**src/rtl/barrel_shifter_pipe.sv**
```systemverilog
// Pipelined multi-mode barrel shifter: one log2 shift level per register stage,
// MSB level first, with a global-stall valid/ready handshake.
module barrel_shifter_pipe #(
  parameter int WIDTH = 16,
  parameter int LOG2W = $clog2(WIDTH)
) (
  input  logic             clk,
  input  logic             rst_n,
  input  logic             in_valid,
  output logic             in_ready,
  input  logic [WIDTH-1:0] in_data,
  input  logic [LOG2W-1:0] in_amt,
  input  logic [2:0]       in_op,
  output logic             out_valid,
  input  logic             out_ready,
  output logic [WIDTH-1:0] out_data,
  output logic             out_zero
);

  localparam logic [2:0] OP_SLL = 3'b000;
  localparam logic [2:0] OP_SRL = 3'b001;
  localparam logic [2:0] OP_SRA = 3'b010;
  localparam logic [2:0] OP_ROL = 3'b011;
  localparam logic [2:0] OP_ROR = 3'b100;

  function automatic logic [WIDTH-1:0] step(
    input logic [WIDTH-1:0] d,
    input logic [2:0]       op,
    input logic             sgn,
    input int               sh
  );
    logic [WIDTH-1:0] fill;
    fill = sgn ? ~({WIDTH{1'b1}} >> sh) : '0;
    step = d;
    unique case (1'b1)
      (op == OP_SLL): step = d << sh;
      (op == OP_SRL): step = d >> sh;
      (op == OP_SRA): step = (d >> sh) | fill;
      (op == OP_ROL): step = (d << sh) | (d >> (WIDTH - sh));
      (op == OP_ROR): step = (d >> sh) | (d << (WIDTH - sh));
      default:        step = d;
    endcase
  endfunction

  // Final stage keeps only valid/data; control fields are dead past it.
  logic             vld   [LOG2W];
  logic [WIDTH-1:0] dat   [LOG2W];
  logic [LOG2W-1:0] amt_r [LOG2W-1];
  logic [2:0]       op_r  [LOG2W-1];
  logic             sgn_r [LOG2W-1];

  logic             src_v [LOG2W];
  logic [WIDTH-1:0] src_d [LOG2W];
  logic [LOG2W-1:0] src_a [LOG2W];
  logic [2:0]       src_o [LOG2W];
  logic             src_s [LOG2W];
  logic [WIDTH-1:0] nxt_d [LOG2W];

  logic advance;

  assign out_valid = vld[LOG2W-1];
  assign out_data  = dat[LOG2W-1];
  assign out_zero  = (out_data == '0);
  assign advance   = !out_valid || out_ready;
  assign in_ready  = advance;

  always_comb begin
    src_v[0] = in_valid;
    src_d[0] = in_data;
    src_a[0] = in_amt;
    src_o[0] = in_op;
    src_s[0] = in_data[WIDTH-1];
    for (int k = 1; k < LOG2W; k++) begin
      src_v[k] = vld[k-1];
      src_d[k] = dat[k-1];
      src_a[k] = amt_r[k-1];
      src_o[k] = op_r[k-1];
      src_s[k] = sgn_r[k-1];
    end
    for (int k = 0; k < LOG2W; k++) begin
      nxt_d[k] = src_d[k];
      if (src_a[k][LOG2W-1-k])
        nxt_d[k] = step(src_d[k], src_o[k], src_s[k],
                        1 << (LOG2W - 1 - k));
    end
  end

  always_ff @(posedge clk or negedge rst_n) begin
    if (!rst_n) begin
      for (int k = 0; k < LOG2W; k++) begin
        vld[k] <= 1'b0;
        dat[k] <= '0;
      end
      for (int k = 0; k < LOG2W - 1; k++) begin
        amt_r[k] <= '0;
        op_r[k]  <= '0;
        sgn_r[k] <= 1'b0;
      end
    end else if (advance) begin
      for (int k = 0; k < LOG2W; k++) begin
        vld[k] <= src_v[k];
        dat[k] <= nxt_d[k];
      end
      for (int k = 0; k < LOG2W - 1; k++) begin
        amt_r[k] <= src_a[k];
        op_r[k]  <= src_o[k];
        sgn_r[k] <= src_s[k];
      end
    end
  end

endmodule

```
**config.mk**
```make
export PLATFORM = sky130hd
export DESIGN_NAME = barrel_shifter_pipe
export DESIGN_NICKNAME = d
export VERILOG_FILES = /design/src/rtl/barrel_shifter_pipe.sv
export SDC_FILE = /design/constraint.sdc
export NUM_CORES = 1
export LEC_CHECK = 0
export CORE_ASPECT_RATIO = 1.4
export CORE_MARGIN = 4
export CORE_UTILIZATION = 57
export CTS_BUF_LIST = sky130_fd_sc_hd__clkbuf_8
export DETAILED_ROUTE_END_ITERATION = 10
export DONT_BUFFER_PORTS = 1
export PLACE_DENSITY_LB_ADDON = 0.12
export RECOVER_POWER = 100
export SYNTH_ARGS = -nofsm -noshare
export SYNTH_HDL_FRONTEND = slang
export SYNTH_SLANG_ARGS = --single-unit
export TNS_END_PERCENT = 20
```
**constraint.sdc**
```tcl
create_clock -name clk -period 2.3 [get_ports clk]
set_clock_uncertainty 0.2 [all_clocks]
set_input_delay 0.69 -clock clk [delete_from_list [all_inputs] [get_ports clk]]
set_output_delay 0.69 -clock clk [all_outputs]
set_load 0.005 [all_outputs]
```
---- Word level (Yosys, flattened, before mapping) ----
Index checks and enable logic that the tools add are counted.
operators by class
  reduce and logical (&&, ||, !) cells .... 8
  multiplexer cells ....................... 12
  equal/unequal tests ..................... 16
  bitwise gates (word level) .............. 11
operators with widths
  operator            count
  $pmux 16 s5         3
  $mux 16             8
  $pmux 16 s4         1
  $or 12x16->16       2
  $or 14x16->16       2
  $or 15x16->16       2
  $or 8x16->16        2
  $eq 3x2->1 const B  8
  $logic_not 16->1    1
  $or 16x1->16        1
  $or 16x2->16        1
  $or 16x4->16        1
  $eq 3x1->1 const B  4
  $eq 3x3->1 const B  4
  $logic_not 3->1     4
  $reduce_or 2->1     1
  $logic_not 1->1     1
  $logic_or 1x1->1    1
storage, ports and cells
  register bits ........................... 86
  logic and storage cells ................. 64
  output and inout bits ................... 19
  bits of input ports ..................... 27

---- Depth between registers and ports, before layout ----
Gate-level depths: netlist (run 1).
  word-level depth ........................ 4
  gate-level depth with buffers ........... 7
  depth with buffers taken out ............ 5

---- Least setup slack after synthesis (run 1) ----
Ideal clock, no wire load.
  path type ............................... input port to output port
  start ................................... input port out_ready
  end ..................................... output port in_ready
  arrival time ............................ 1.391 ns
  cell stages on the path ................. 5
  slack ................................... 0.019 ns
  path buffers ............................ 3
  cells stage by stage .................... nor2b_1 -> buf_2 -> inv_2 -> buf_2 -> buf_1
between the ends
  word-level cells in the longest chain between the ends .. 1
RTL lines
  item              RTL line  RTL
  from (decl)       15        input logic out_ready,
  $logic_or 1x1->1  64        assign advance = !out_valid || out_ready;
  to (decl)         10        output logic in_ready,
Every way passes these cells.

---- Worst setup path in the final report (run 1) ----
  start ................................... register dat, in the netlist out_data[14]
  end ..................................... output port out_zero
between the ends
  word-level cells in the longest chain between the ends .. 1
RTL lines
  item                               RTL line  RTL
  from (decl)                        47        logic [WIDTH-1:0] dat [LOG2W];
  from (signal, indexed assignment)  102       dat[k] <= nxt_d[k];
  $logic_not 16->1                   63        assign out_zero = (out_data == '0);
  to (decl)                          17        output logic out_zero
Every way passes these cells.

==> reports/metrics.csv, run 1 <==
stage,metric,value,unit
floorplan,die_w,92.8,um
power,power_frac_clock,12.1,%
cells_and_area,fill_cells,929,
drt,ant_nets,0,
cells_and_area,regArea,2150,um^2
critical_path,regToRegEndpoint,dat[46]$_DFFE_PN0P_,
hold_path,hp-class,in -> async,
cts,cts_tree,built,
sta,rsz0062_at_grt,true,
global_route,grt_pass1_vias,4762,
global_route,grt-ovfl-total,0,
critical_path,r2r_cells,6,
placed_design,port_buffers,0,
drt,detail_route.first_pass.iterations,5,
drt,drt_iter0_markers,352,
floorplan,initial_core_util,58.0,%
cells_and_area,syn_to_final_growth,2.42,%
critical_path,timing.rr.start,out_valid$_DFFE_PN0P_,
synth,synth_nets,696,
power,power_switching,0.00379,W
global_route,grt_pass1_wl,22.7,mm
floorplan,die_area,11800,um^2
synth,synth_edf_count,0,
sta,period_share,98.3,%
critical_path,slowest_stage,dfrtp_2,
power,p_int,0.00459,W
cts,clk_latency,0.37,ns
cts,cts_sinks,86,
sta,tns,0,ns
critical_path,cp.required,1.41,ns
cells_and_area,fin_nets,655,
power,leakage,2.43,nW
cts,clock-root-buffer,clkbuf_8,
sta,holdWs,-0.198,ns
cells_and_area,design_area,5880,um^2
flow_run,maxCapViolations,0,
drt,wl_per_cell,17.5,um
cells_and_area,diodes,0,
critical_path,crit_fanout,3,
cells_and_area,drive_gt1_share,8.37,%
synth,syn_inst,669,
sta,slew_viol_final,0,
synth,synth_ff_type,dfrtp_1,
sta,fin_crit,2.26,ns
drt,vias,4816,
power,p_comb_share,48.1,%
synth,yosysWarningCount,0,
synth,synth-async-reset-ratio,100,%
cts,post_cts_buffers,0,
critical_path,end_kind,output pin,
cts,cts_buffers,9,
synth,syn_area,5740,um^2
power,power_density,1430,nW/um^2
drt,routed_wl,13.5,mm
floorplan,top_level_ports,46,
synth,ys_ff_latch,86,
synth,netlist-cell-type-count,50,
critical_path,start_kind,register,
placed_design,place.gp.congestion,0.861,
sta,slew_headroom,53.7,%
outcome,violations,negative hold slack,
sta,finalHoldViolCount,86,
cts,ctsLongestPathBuffers,2,
global_route,grt_antenna_before_repair,0,
drt,remaining_drc_errors,0,
power,ir_drop,481,uV
power,seqPwrFrac,39.8,%
sta,tightestPinTransition,0.695,ns
global_route,grt.total_usage,23.6,%
placed_design,dp_cells,752,
critical_path,crit_type,reg -> out,
cts,clk_pin_slew,0.08,ns
critical_path,r2r_setup_slack,0.23,ns
cells_and_area,final_cells,768,
sta,setup_viol,0,
sta,max_freq,0.443,GHz
critical_path,slowest_delay,0.45,ns
global_route,grt_max_degree,87,
synth,synth_area_per_cell,8.58,um^2
drt,via_per_inst,6.27,
critical_path,path_cells,nor4_4 -> and4_1,
placed_design,post-dp-hpwl,9.63,mm
cts,htree_levels,3,
power,p_sw_share,45.3,%
floorplan,num_rows,43,
outcome,status,"complete, but fails checks",
cells_and_area,multiInputGateArea,3100,um^2
floorplan,die_h,127,um
synth,ys_seq_area_share,37.5,%
floorplan,core_area,9900,um^2
critical_path,worstPathArrival,1.37,ns
placed_design,dpl-instance-area,5690,um^2
through the flow:
step	util [%]	setup WS, ns	power [W]
2_1_floorplan	-	0.0185	0.00659
3_3_place_gp	57.5	0.262	0.00723
3_5_place_dp	57.5	0.231	0.00738
4_1_cts	59.6	0.000875	0.00844
5_1_grt	59.4	-0.0131	0.00905
6_report	59.4	0.0402	0.00839
flip-flops by register name, summed over array words and instances (netlist names):
register	count
sgn_r	3
amt_r	6
op_r	9
out_data	16
out_valid	1
dat	48
src_v	3
synth_stat cells (2+ instances only):
cell / number / area [um^2]
a2111oi_0: 2 / 17.5
a211oi_1: 2 / 15.0
a21oi_1: 59 / 295
a21oi_2: 2 / 17.5
a222oi_1: 8 / 80.1
a22oi_1: 26 / 195
a31oi_1: 5 / 31.3
and3_1: 4 / 25.0
and4_1: 2 / 17.5
buf_1: 6 / 22.5
buf_2: 23 / 115
buf_4: 23 / 173
buf_6: 4 / 45.0
clkbuf_1: 15 / 56.3
clkbuf_2: 2 / 10.0
dfrtp_1: 86 / 2150
inv_1: 23 / 86.3
maj3_1: 6 / 60.1
mux2_2: 8 / 90.1
mux2i_1: 57 / 571
nand2_1: 93 / 349
nand2b_1: 33 / 206
nor2_1: 11 / 41.3
nor2b_1: 4 / 25.0
nor3_1: 17 / 85.1
nor3b_1: 3 / 22.5
nor3b_2: 2 / 25.0
nor4_1: 4 / 25.0
o21a_1: 8 / 60.1
o21ai_0: 56 / 280
o21ai_1: 14 / 70.1
o221ai_1: 16 / 140
o22a_1: 4 / 35.0
o22ai_1: 20 / 125
o2bb2ai_1: 3 / 26.3
o31a_1: 2 / 17.5
or2_1: 3 / 18.8
critical path: cells and delay by family (launching register included):
kind             cells  cell delay, ns
flip-flops           1            0.45
AND/OR/NAND/NOR      2            0.55
per-layer routing:
metal	vias up	track usage [%]	share of wire, %	wire (um)
met2	141	45.0	55	7350
met4	0	11.9	3.2	429
met5	-	0	0	0
met1	2322	24.9	38	5130
li1	2323	-	-	-
met3	30	2.97	4.2	566
worst max path at each step:
stage                     slack [ns]                  endpoint  cells past startpoint                      from
after floorplan                 0.02                  in_ready                      5                 out_ready
after global placement          0.26  out_data[15]$_DFFE_PN0P_                      5                 out_ready
after detailed placement        0.23       dat[31]$_DFFE_PN0P_                      5                 out_ready
after CTS                     0.0009                  out_zero                      2   out_data[1]$_DFFE_PN0P_
after global routing           -0.01                  out_zero                      2  out_data[14]$_DFFE_PN0P_
final                           0.04                  out_zero                      2  out_data[14]$_DFFE_PN0P_
power groups by stage:
stage | Sequential, W | Clock, W | Combinational, W
final | 0.00334 | 0.00101 | 0.00403
after global routing | 0.00347 | 0.00108 | 0.00451
after CTS | 0.00333 | 0.00103 | 0.00408
after detailed placement | 0.00334 | 0 | 0.00404
after global placement | 0.00331 | 0 | 0.00392
after floorplan | 0.00280 | 0 | 0.00379
layout by cell type, fill, tap and decap left out, types with 3 or more instances in the layout:
cell / Yosys / routed
maj3_1: 6 / 6
a22oi_1: 26 / 26
nor3_1: 17 / 17
nand2_1: 93 / 93
o21ai_0: 56 / 70
a31oi_1: 5 / 5
mux2_2: 8 / 8
clkbuf_8: 0 / 12
a222oi_1: 8 / 8
a21oi_2: 2 / 3
mux2i_1: 57 / 57
o22a_1: 4 / 4
a21oi_1: 59 / 59
buf_4: 23 / 14
nor2b_1: 4 / 3
nor2_1: 11 / 11
buf_12: 0 / 3
o221ai_1: 16 / 16
and3_1: 4 / 4
o22ai_1: 20 / 20
o2bb2ai_1: 3 / 3
nand2b_1: 33 / 33
dfrtp_1: 86 / 85
inv_1: 23 / 25
o21a_1: 8 / 8
or2_1: 3 / 3
nor3b_1: 3 / 3
layout make-up:
cell class	count	area share (%)
clock inverters	4	0.362
multi-input cells	486	52.7
clock buffers	12	2.81
well taps	135	2.87
inverters	24	1.53
repair buffers	21	3.11
flip-flops and latches	86	36.6
what timing repair did:
item                                    4_1_cts  5_1_grt
pin swaps                                     0        2
resized for setup                             3        1
endpoints found under the setup margin        1        1
hold endpoints to repair                     86       86
kinds of logic after synthesis:
| family | synth area share, % |
|---|---|
| AO/OA/AOI/OAI | 25.4 |
| buffers and inverters | 8.91 |
| AND/OR/NAND/NOR | 15.4 |
| XOR/XNOR | 0.283 |
| adder cells (fa/ha/maj) | 1.05 |
| multiplexers | 11.5 |
| flip-flops | 37.5 |
No activity file was read; power rests on OpenSTA's default activity.
==> run 2: changes to the inputs <==
Settings changed: HOLD_SLACK_MARGIN set to 0.03.
==> results of run 2 <==
Same layout as run 1: the final DEF is identical, and so are final timing and power.
